`src/rtl/cla_pkg.sv`:
```
// cla_pkg: shared types and sizing helpers for the pipelined carry-lookahead
// adder/subtractor (cla_adder_pipe) and its lookahead group (cla_group).
package cla_pkg;

    typedef enum logic {
        CLA_ADD = 1'b0,
        CLA_SUB = 1'b1
    } cla_op_e;

    // Default geometry: 32 bits, 4-bit groups, 2 groups per stage -> 4 stages
    localparam int CLA_WIDTH            = 32;
    localparam int CLA_GROUP            = 4;
    localparam int CLA_GROUPS_PER_STAGE = 2;

    // Number of pipeline stages; width must be a multiple of group*gps
    function automatic int cla_num_stages(input int width, input int group, input int gps);
        return width / (group * gps);
    endfunction

endpackage

```
`src/rtl/cla_group.sv`:
```
// cla_group: combinational GROUP-bit carry-lookahead block.
// Every internal carry is formed from the prefix generate/propagate of the
// bits below it plus cin, so no carry waits on a neighbouring sum bit.
module cla_group #(
    parameter int GROUP = 4
) (
    input  logic [GROUP-1:0] a,
    input  logic [GROUP-1:0] b,
    input  logic             cin,
    output logic [GROUP-1:0] sum,
    output logic             gen,
    output logic             prop,
    output logic             cout,
    output logic             cmsb
);

    logic [GROUP-1:0] g;
    logic [GROUP-1:0] p;
    logic [GROUP:0]   c;

    assign g = a & b;
    assign p = a ^ b;

    // Prefix generate/propagate per bit position, giving each carry directly
    always_comb begin : p_lookahead
        logic gacc;
        logic pacc;
        gacc = 1'b0;
        pacc = 1'b1;
        c    = '0;
        c[0] = cin;
        for (int i = 0; i < GROUP; i++) begin
            gacc     = g[i] | (p[i] & gacc);
            pacc     = pacc & p[i];
            c[i + 1] = gacc | (pacc & cin);
        end
        gen  = gacc;
        prop = pacc;
    end

    assign sum  = p ^ c[GROUP-1:0];
    assign cout = c[GROUP];
    assign cmsb = c[GROUP-1];

endmodule

```
`src/rtl/cla_adder_pipe.sv`:
```
// cla_adder_pipe: valid/ready pipelined carry-lookahead adder/subtractor.
// The word is cut into NUM_STAGES slices of GROUP*GROUPS_PER_STAGE bits;
// slice k is summed in stage k from the carry registered by stage k-1.
// Operand slices wait in skew registers, finished sums in de-skew registers,
// so the whole result leaves the last stage together.
// Optional build macro CLA_FLAGS_EN adds registered overflow/zero flags;
// without it out_overflow/out_zero are tied to 0.
// Requires NUM_STAGES >= 2.
module cla_adder_pipe
    import cla_pkg::*;
#(
    parameter int WIDTH            = CLA_WIDTH,
    parameter int GROUP            = CLA_GROUP,
    parameter int GROUPS_PER_STAGE = CLA_GROUPS_PER_STAGE
) (
    input  logic             clk,
    input  logic             reset,
    input  logic             in_valid,
    output logic             in_ready,
    input  logic [WIDTH-1:0] in_a,
    input  logic [WIDTH-1:0] in_b,
    input  logic             in_op,
    input  logic             in_carry,
    output logic             out_valid,
    input  logic             out_ready,
    output logic [WIDTH-1:0] out_sum,
    output logic             out_carry,
    output logic             out_overflow,
    output logic             out_zero
);

    localparam int SW = GROUP * GROUPS_PER_STAGE;
    localparam int NS = cla_num_stages(WIDTH, GROUP, GROUPS_PER_STAGE);

    logic             advance;
    logic [NS-1:0]    vld_pipe;
    logic [NS-1:0]    cy_q;
    logic [NS-1:0]    cy_nxt;
    logic [WIDTH-1:0] b_eff;
    logic             cin0;
    logic [WIDTH-1:0] fin_nxt;   // full word about to enter the output register
    logic             msb_cin;   // carry into bit WIDTH-1

    // The whole pipe moves as one; a stalled output freezes every stage
    assign advance   = !out_valid | out_ready;
    assign in_ready  = reset & advance;
    assign out_valid = vld_pipe[NS-1];
    assign out_carry = cy_q[NS-1];

    // Subtract as A + ~B + 1; the caller's carry-in only matters for ADD
    assign b_eff = (cla_op_e'(in_op) == CLA_SUB) ? ~in_b : in_b;
    assign cin0  = (cla_op_e'(in_op) == CLA_SUB) ? 1'b1 : in_carry;

    // Valid shift register; bubbles travel exactly like operations
    always_ff @(posedge clk or negedge reset) begin
        if (!reset)       vld_pipe <= '0;
        else if (advance) vld_pipe <= {vld_pipe[NS-2:0], in_valid};
    end

    // Slice carry-outs, each consumed by the next stage one cycle later
    always_ff @(posedge clk or negedge reset) begin
        if (!reset)       cy_q <= '0;
        else if (advance) cy_q <= cy_nxt;
    end

    for (genvar j = 0; j < NS; j++) begin : g_slice
        logic [SW-1:0]                 a_cur;
        logic [SW-1:0]                 b_cur;
        logic [SW-1:0]                 s_cur;
        logic                          c_in;
        logic [NS-j-1:0][SW-1:0]       s_dk;
        logic [GROUPS_PER_STAGE:0]     gc;
        logic [GROUPS_PER_STAGE-1:0]   gg;
        logic [GROUPS_PER_STAGE-1:0]   gp;
        logic [GROUPS_PER_STAGE-1:0]   gco;
        logic [GROUPS_PER_STAGE-1:0]   gcm;
        logic                          unused_grp;

        if (j == 0) begin : g_head
            assign a_cur = in_a[SW-1:0];
            assign b_cur = b_eff[SW-1:0];
            assign c_in  = cin0;
        end else begin : g_skew
            logic [j-1:0][SW-1:0] a_sk;
            logic [j-1:0][SW-1:0] b_sk;

            // Operand slice waits j cycles for its incoming carry
            always_ff @(posedge clk or negedge reset) begin
                if (!reset) begin
                    a_sk <= '0;
                    b_sk <= '0;
                end else if (advance) begin
                    a_sk[0] <= in_a[j*SW +: SW];
                    b_sk[0] <= b_eff[j*SW +: SW];
                    for (int i = 1; i < j; i++) begin
                        a_sk[i] <= a_sk[i-1];
                        b_sk[i] <= b_sk[i-1];
                    end
                end
            end

            assign a_cur = a_sk[j-1];
            assign b_cur = b_sk[j-1];
            assign c_in  = cy_q[j-1];
        end

        // Group carries chained through group generate/propagate
        assign gc[0] = c_in;
        for (genvar q = 0; q < GROUPS_PER_STAGE; q++) begin : g_grp
            cla_group #(.GROUP(GROUP)) u_grp (
                .a    (a_cur[q*GROUP +: GROUP]),
                .b    (b_cur[q*GROUP +: GROUP]),
                .cin  (gc[q]),
                .sum  (s_cur[q*GROUP +: GROUP]),
                .gen  (gg[q]),
                .prop (gp[q]),
                .cout (gco[q]),
                .cmsb (gcm[q])
            );
            assign gc[q+1] = gg[q] | (gp[q] & gc[q]);
        end
        assign unused_grp = ^{gco, gcm};
        assign cy_nxt[j]  = gc[GROUPS_PER_STAGE];

        // Finished slice rides along until the upper slices catch up
        always_ff @(posedge clk or negedge reset) begin
            if (!reset) begin
                s_dk <= '0;
            end else if (advance) begin
                s_dk[0] <= s_cur;
                for (int i = 1; i < NS - j; i++) s_dk[i] <= s_dk[i-1];
            end
        end

        assign out_sum[j*SW +: SW] = s_dk[NS-j-1];

        if (j == NS - 1) begin : g_fin
            assign fin_nxt[j*SW +: SW] = s_cur;
            assign msb_cin             = gcm[GROUPS_PER_STAGE-1];
        end else begin : g_mid
            assign fin_nxt[j*SW +: SW] = s_dk[NS-j-2];
        end
    end

`ifdef CLA_FLAGS_EN
    logic ovf_q;
    logic zero_q;

    // Flags judged on the word as it is loaded into the output register
    always_ff @(posedge clk or negedge reset) begin
        if (!reset) begin
            ovf_q  <= 1'b0;
            zero_q <= 1'b0;
        end else if (advance) begin
            ovf_q  <= msb_cin ^ cy_nxt[NS-1];
            zero_q <= (fin_nxt == '0);
        end
    end

    assign out_overflow = ovf_q;
    assign out_zero     = zero_q;
`else
    logic unused_flags;

    assign out_overflow = 1'b0;
    assign out_zero     = 1'b0;
    assign unused_flags = ^{fin_nxt, msb_cin};
`endif

endmodule

```
`config.mk`:
```
export PLATFORM = sky130hd
export DESIGN_NAME = cla_adder_pipe
export DESIGN_NICKNAME = d
export VERILOG_FILES = /design/src/rtl/cla_pkg.sv /design/src/rtl/cla_group.sv /design/src/rtl/cla_adder_pipe.sv
export SDC_FILE = /design/constraint.sdc
export NUM_CORES = 1
export LEC_CHECK = 0
export CORE_AREA = 2 2 121 123
export CTS_BUF_LIST = sky130_fd_sc_hd__clkbuf_4 sky130_fd_sc_hd__clkbuf_8
export DETAILED_ROUTE_END_ITERATION = 10
export DIE_AREA = 0 0 123 125
export PLACE_DENSITY = 0.95
export SLEW_MARGIN = 15
export SYNTH_ARGS = -nofsm -noshare
export SYNTH_HDL_FRONTEND = slang
export SYNTH_SLANG_ARGS = --single-unit
```
`constraint.sdc`:
```
create_clock -name clk -period 3.05 [get_ports clk]
set_clock_uncertainty 0.1 [all_clocks]
set_input_delay 0.61 -clock clk [delete_from_list [all_inputs] [get_ports clk]]
set_output_delay 0.61 -clock clk [all_outputs]
set_load 0.01 [all_outputs]
```
-- Word level (Yosys, flattened, before mapping)
Cells that the tools add are included.
W data, S select, Z words.
- register bits: 184
- bits in latches: 0
- memory bits (writable): 0
- memory bits (read-only): 0
- output and inout port bits: 37
- word-level logic and storage cells: 190
- memories: 0
- add/sub/neg operators: 0
- $mul: 0
- divide/modulo/power cells: 0
- order comparisons: 0
- equality and inequality tests: 0
- shifts and indexed selects: 0
- multiplexer cells: 2
- bitwise operators: 163
- reductions and logical operators: 1
- operators by type and width (kind ; number):
    $and A1 B1 Y1 ; 81
    $xor A4 B4 Y4 ; 16
    $or A1 B1 Y1 ; 57
    $and A4 B4 Y4 ; 8
    $mux W32 ; 1
    $not A32 Y32 ; 1
    $logic_not A1 Y1 ; 1
    $mux W1 ; 1

-- Logic depth before layout (Yosys ltp)
Gate-level depths: netlist of run 1.
- word-level depth: 13
- mapped depth: 10
- gate-level depth less buffers: 8

-- Modules after synthesis
Synthesis of run 1 repeated with hierarchy kept, for this count alone.
- cells, all modules: 1007
- area total of the unflattened synthesis: 8908.5 µm²
- by module, submodules not included (module ; instances ; cells an instance ; area each (µm²)):
    cla_adder_pipe ; 1 ; 816 ; 7438.4
    cla_group at g_slice[0].g_grp[1].u_grp ... ; 7 ; 24 ; 185.2
    cla_group at g_slice[0].g_grp[0].u_grp ; 1 ; 23 ; 173.9

-- Worst setup path after synthesis of run 1
OpenSTA, ideal clock, no wires.
- path type: input to register
- from: input port in_op
- to: register g_slice[0].s_dk[5] in the netlist's numbering
- setup time: 83 ps
- arrival: 2811 ps
- required time: 2867 ps
- path slack: 56 ps
- stages: 10
- path buffers: 2
- cells stage by stage: buf_2 buf_2 xor2_1 ha_1 or3_1 o221a_2 a21o_1 fa_1 xnor2_1 o21ai_0
- cells in the longest elaborated chain, start to end: 12
- ends and longest elaborated chain (element ; RTL line ; source):
    from (decl) ; cla_adder_pipe.sv:22 ; input logic in_op,
    $mux W32 ; cla_adder_pipe.sv:51 ; assign b_eff = (cla_op_e'(in_op) == CLA_SUB) ? ~in_b : in_b;
    $xor A4 B4 Y4 / $and A4 B4 Y4 (equally long branches) ; cla_group.sv:22, cla_group.sv:21 ;
    $and A1 B1 Y1 ; cla_group.sv:33 ; gacc = g[i] | (p[i] & gacc);
    $or A1 B1 Y1 ; cla_group.sv:33 ;
    $and A1 B1 Y1 ; cla_group.sv:33 ;
    $or A1 B1 Y1 ; cla_group.sv:33 ;
    $and A1 B1 Y1 ; cla_group.sv:33 ;
    $or A1 B1 Y1 ; cla_group.sv:33 ;
    $or A1 B1 Y1 ; - ;
    $and A1 B1 Y1 ; cla_group.sv:35 ; c[i + 1] = gacc | (pacc & cin);
    $or A1 B1 Y1 ; cla_group.sv:35 ;
    $xor A4 B4 Y4 (*) ; cla_group.sv:41 ; assign sum = p ^ c[GROUP-1:0];
    to (decl) ; cla_adder_pipe.sv:71 ; logic [NS-j-1:0][SW-1:0] s_dk;
Every way passes the cells marked *; elsewhere a longest branch is shown, timed or not.
A chain may end at the register's enable or synchronous reset.

-- Worst setup path in the final report of run 1
- from: input port out_ready
- to: output port in_ready
- cells in the longest elaborated chain, start to end: 2
- ends and longest elaborated chain (element ; RTL line ; source):
    from (decl) ; cla_adder_pipe.sv:25 ; input logic out_ready,
    $or A1 B1 Y1 ; cla_adder_pipe.sv:45 ; assign advance = !out_valid | out_ready;
    $and A1 B1 Y1 ; cla_adder_pipe.sv:46 ; assign in_ready = reset & advance;
    to (decl) ; cla_adder_pipe.sv:19 ; output logic in_ready,
Every way passes these cells.

==> key figures, run 1 <==
Clock tree
  • CTS resizes: 0
  • Reg clk slew, reported paths: approximately 80 ps
  • CTS tree: done
  • Clk sink count: around 180
  • Clk_lat worst skew: approximately 460 ps
  • TritonCTS Buffers: 17
  • Hold buffers post-CTS: 0
  • Post-CTS Setup Repair Bufs: 0
  • H-tree levels: 4
  • Root buf cell: clkbuf_8
  • Clk buf depth: 2

Critical path
  • WP data required: 2340 ps
  • WS Path Type: input pin to output port
  • Startpoint types: input pin
  • Critical Path End Type: output port
  • Crit path top cell by count: clkdlybuf4s50_1
  • Critical path's largest stage delay: around 540 ps
  • CP max-delay cell: clkdlybuf4s50_1
  • Critical-path cell list: clkdlybuf4s50_1 > nand2b_4 > and2_1 > clkdlybuf4s50_1
  • CP Max Fanout: 2
  • CP Data Arrival Time: ~2000 ps

Logic synthesis
  • Ys flop type: dfrtp_1
  • Post-synth EDFFs: 0
  • Avg Cell Area, Syn: 9.194 µm²
  • Asr flop ratio synth: 1.000
  • Register area share after synthesis: 0.5379
  • Synth Register Bits: between 150 and 200
  • Cell accounting for the most synthesized area: dfrtp_1
  • Top cells by area, synth: dfrtp_1, nand2_1, ha_1
  • Mapped Area: about 0.0086 mm²
  • Post-synth top area share: 0.5379
  • Netlist cell types: 44
  • Count leader, synth: nand2_1
  • Top cells by count, synth: nand2_1, dfrtp_1, o21ai_0
  • Synth Warn #: 0
  • Mapped Cells: between 900 and 1k

Min path
  • Hold WC Path Type: input pin to asynchronous set/reset pin

Die
  • Rows: 44
  • Die footprint: around 0.015 mm²
  • I/O Pins: between 100 and 150
  • Core ar.: roughly 0.014 mm²
  • Initial Util: 0.6026
  • Die Y: 125 µm
  • DIE WIDTH: approximately 120 µm

Timing
  • Fin crit share: 0.8789
  • Slew Viols, Final: 0
  • Hold Slack: roughly 220 ps
  • Hold Vio Cnt, Final: 0
  • TNS Setup: 0 ps
  • Final worst setup slack: about 370 ps
  • Worst-margin pin slew: 951.0 ps
  • Final setup fails: 0
  • Fmax: 373.1 MHz
  • Unrepaired setup endpoints after global routing: false
  • Slew headroom: 0.3660
  • Final min period: approximately 2700 ps

Final layout
  • Fin nets: 1113
  • Final instance area: 0.009965 mm²
  • FILL cells: ~1.1k
  • Register area: around 0.0046 mm²
  • Antenna diode count: 0
  • Area Overhead vs Synth: 16.42%
  • Layout cells sized above 1: 0.05315
  • Multi-input gate area: approximately 0.0035 mm²
  • Final Non-Filler Cells: about 1.2k

Global route
  • Largest net degree at the start of global routing: 185
  • Initial antenna violation count: 0
  • Gr usage total: 0.2243
  • First-pass GRT wire length: 27500 µm
  • Vias in the first global route: just over 6k
  • Congestion Overflow GR: 0

Placement
  • Number of port buffers: 104
  • Routability cong.: 0.8614
  • Placed instance area: about 0.0096 mm²
  • Post-Place Setup Slack: -50.20 ps
  • DP HPWL: approximately 11000 µm
  • Placed cells: between 1k and 1.5k

Routing
  • Residual DRC: 0
  • Post-route ant nets: 0
  • DR iter-0 viols: 515
  • Vias per std cell: 5.200
  • Wirelength per Cell: around 13 µm
  • Routed WL: 15880 µm
  • DR pass1 iterations: 5
  • Vias: 6240

Pwr
  • Peak VDD IR: about 370 µV
  • Combinational power share: 0.408
  • Part of the power in registers: 0.432
  • Clock network fraction of design power: 0.160
  • Leakage power figure: 0.004895 µW
  • PwrDens: 960.1 mW/mm²
  • Internal power: between 6000 and 7000 µW
  • Switching portion of total power: 0.3714
  • Switching power: about 3600 µW

Run status
  • Status: finished, final reports clean

Flow run
  • Max Cap Viol: 0
cell type report:
class                      instances  area share
inverter                          19    0.007157
multi-input combinational        665      0.3537
sequential                       184      0.4621
tap                              184     0.02310
clock inverter                     9    0.007534
clock buffer                      23     0.02926
timing repair buffer             116      0.1172
per-stage QoR:
stage / power [µW] / utilization
6_report: 9567 / 0.7016
5_1_grt: 10410 / 0.7016
4_1_cts: 9639 / 0.7016
3_5_place_dp: 8112 / 0.6757
3_3_place_gp: 7840 / 0.6757
2_1_floorplan: 6906 / -
logic make-up (layout without fill, tap and decap cells):
logic type,count (synthesis),count (layout),synth area share
buffers and inverters,83,167,0.05102
AND/OR/NAND/NOR,457,457,0.2146
XOR/XNOR,44,44,0.04502
AO/OA/AOI/OAI,122,122,0.08552
adder cells (fa/ha/maj),40,40,0.06549
other,1,2,0.0004381
flip-flops,184,184,0.5379
placed cells by master, fill, tap and decap left out, types with 2 or more instances in the layout:
cell type / netlist / layout
nor3_1: 9 / 9
a211oi_1: 3 / 3
a221o_1: 2 / 2
conb_1: 1 / 2
o21ai_1: 6 / 6
buf_4: 22 / 9
inv_1: 19 / 19
nand3_1: 4 / 4
clkbuf_4: 0 / 4
a21oi_1: 32 / 32
buf_12: 0 / 3
clkdlybuf4s50_1: 0 / 102
a211oi_2: 3 / 3
dfrtp_1: 184 / 184
clkbuf_8: 0 / 20
o21bai_1: 6 / 6
xnor2_1: 28 / 28
nor4_1: 4 / 4
o31ai_1: 4 / 4
fa_1: 8 / 8
nor2_1: 18 / 18
clkinvlp_4: 0 / 2
and3_1: 13 / 13
a2111oi_0: 3 / 3
o21ai_0: 49 / 49
nand2_1: 392 / 392
ha_1: 32 / 32
a21o_1: 5 / 5
or3_1: 8 / 8
clkinv_2: 0 / 6
o21a_1: 3 / 3
and3b_1: 2 / 2
xor2_1: 16 / 16
layer usage:
| metal | vias up | track usage | part of all wire |
|---|---|---|---|
| met1 | 2949 | 0.3014 | 0.45 |
| met2 | 141 | 0.3650 | 0.50 |
| li1 | 3122 | - | - |
| met3 | 28 | 0.03832 | 0.033 |
| met5 | - | 0 | 0 |
| met4 | 0 | 0.08757 | 0.021 |
flip-flops by register name, summed over array words and instances (netlist names):
signal               cells
vld_pipe                 4
fin_nxt                 24
cy_q                     4
out_sum                 24
g_slice.a_cur           24
g_slice.b_cur           24
g_slice.s_dk            32
g_slice.g_skew.b_sk     24
g_slice.g_skew.a_sk     24
power groups by stage:
stage                     Combinational [µW]  Clock [µW]  Sequential (µW)
after floorplan                         2830           0             4070
after CTS                               3940        1560             4140
after global placement                  3710           0             4130
final                                   3900        1530             4130
after detailed placement                3930           0             4180
after global routing                    4470        1670             4270
worst max-delay path: cells and delay by family:
family	cells	cell delay, ps
buffers and inverters	2	1030
AND/OR/NAND/NOR	2	330
final timing paths:
| kind | endpoint | from | slack, ps | cells past startpoint |
|---|---|---|---|---|
| max in group asynchronous | fin_nxt[0]$_DFFE_PN0N_ | reset | 1910 | 2 |
| setup reg to reg | g_slice[3].s_dk[4]$_DFFE_PN0N_ | g_slice[3].a_cur[0]$_DFFE_PN0N_ | 890 | 6 |
| hold reg to reg | out_sum[21]$_DFFE_PN0N_ | out_sum[21]$_DFFE_PN0N_ | 370 | 2 |
| setup / recovery | in_ready | out_ready | 370 | 4 |
| min in group clk | out_sum[21]$_DFFE_PN0N_ | out_sum[21]$_DFFE_PN0N_ | 370 | 2 |
| hold / removal | g_slice[3].g_skew.a_sk[5]$_DFFE_PN0N_ | reset | 220 | 2 |
Power figures use the tool's default switching activity.
==> run 2: changes to the inputs <==
--- a/config.mk
+++ b/config.mk
@@ -10,6 +10,7 @@
 export DETAILED_ROUTE_END_ITERATION = 10
 export DIE_AREA = 0 0 123 125
 export PLACE_DENSITY = 0.95
+export SKIP_CTS_REPAIR_TIMING = 1
 export SLEW_MARGIN = 15
 export SYNTH_ARGS = -nofsm -noshare
 export SYNTH_HDL_FRONTEND = slang
==> results of run 2 <==
Final layout, timing and power as in run 1 (identical DEF).
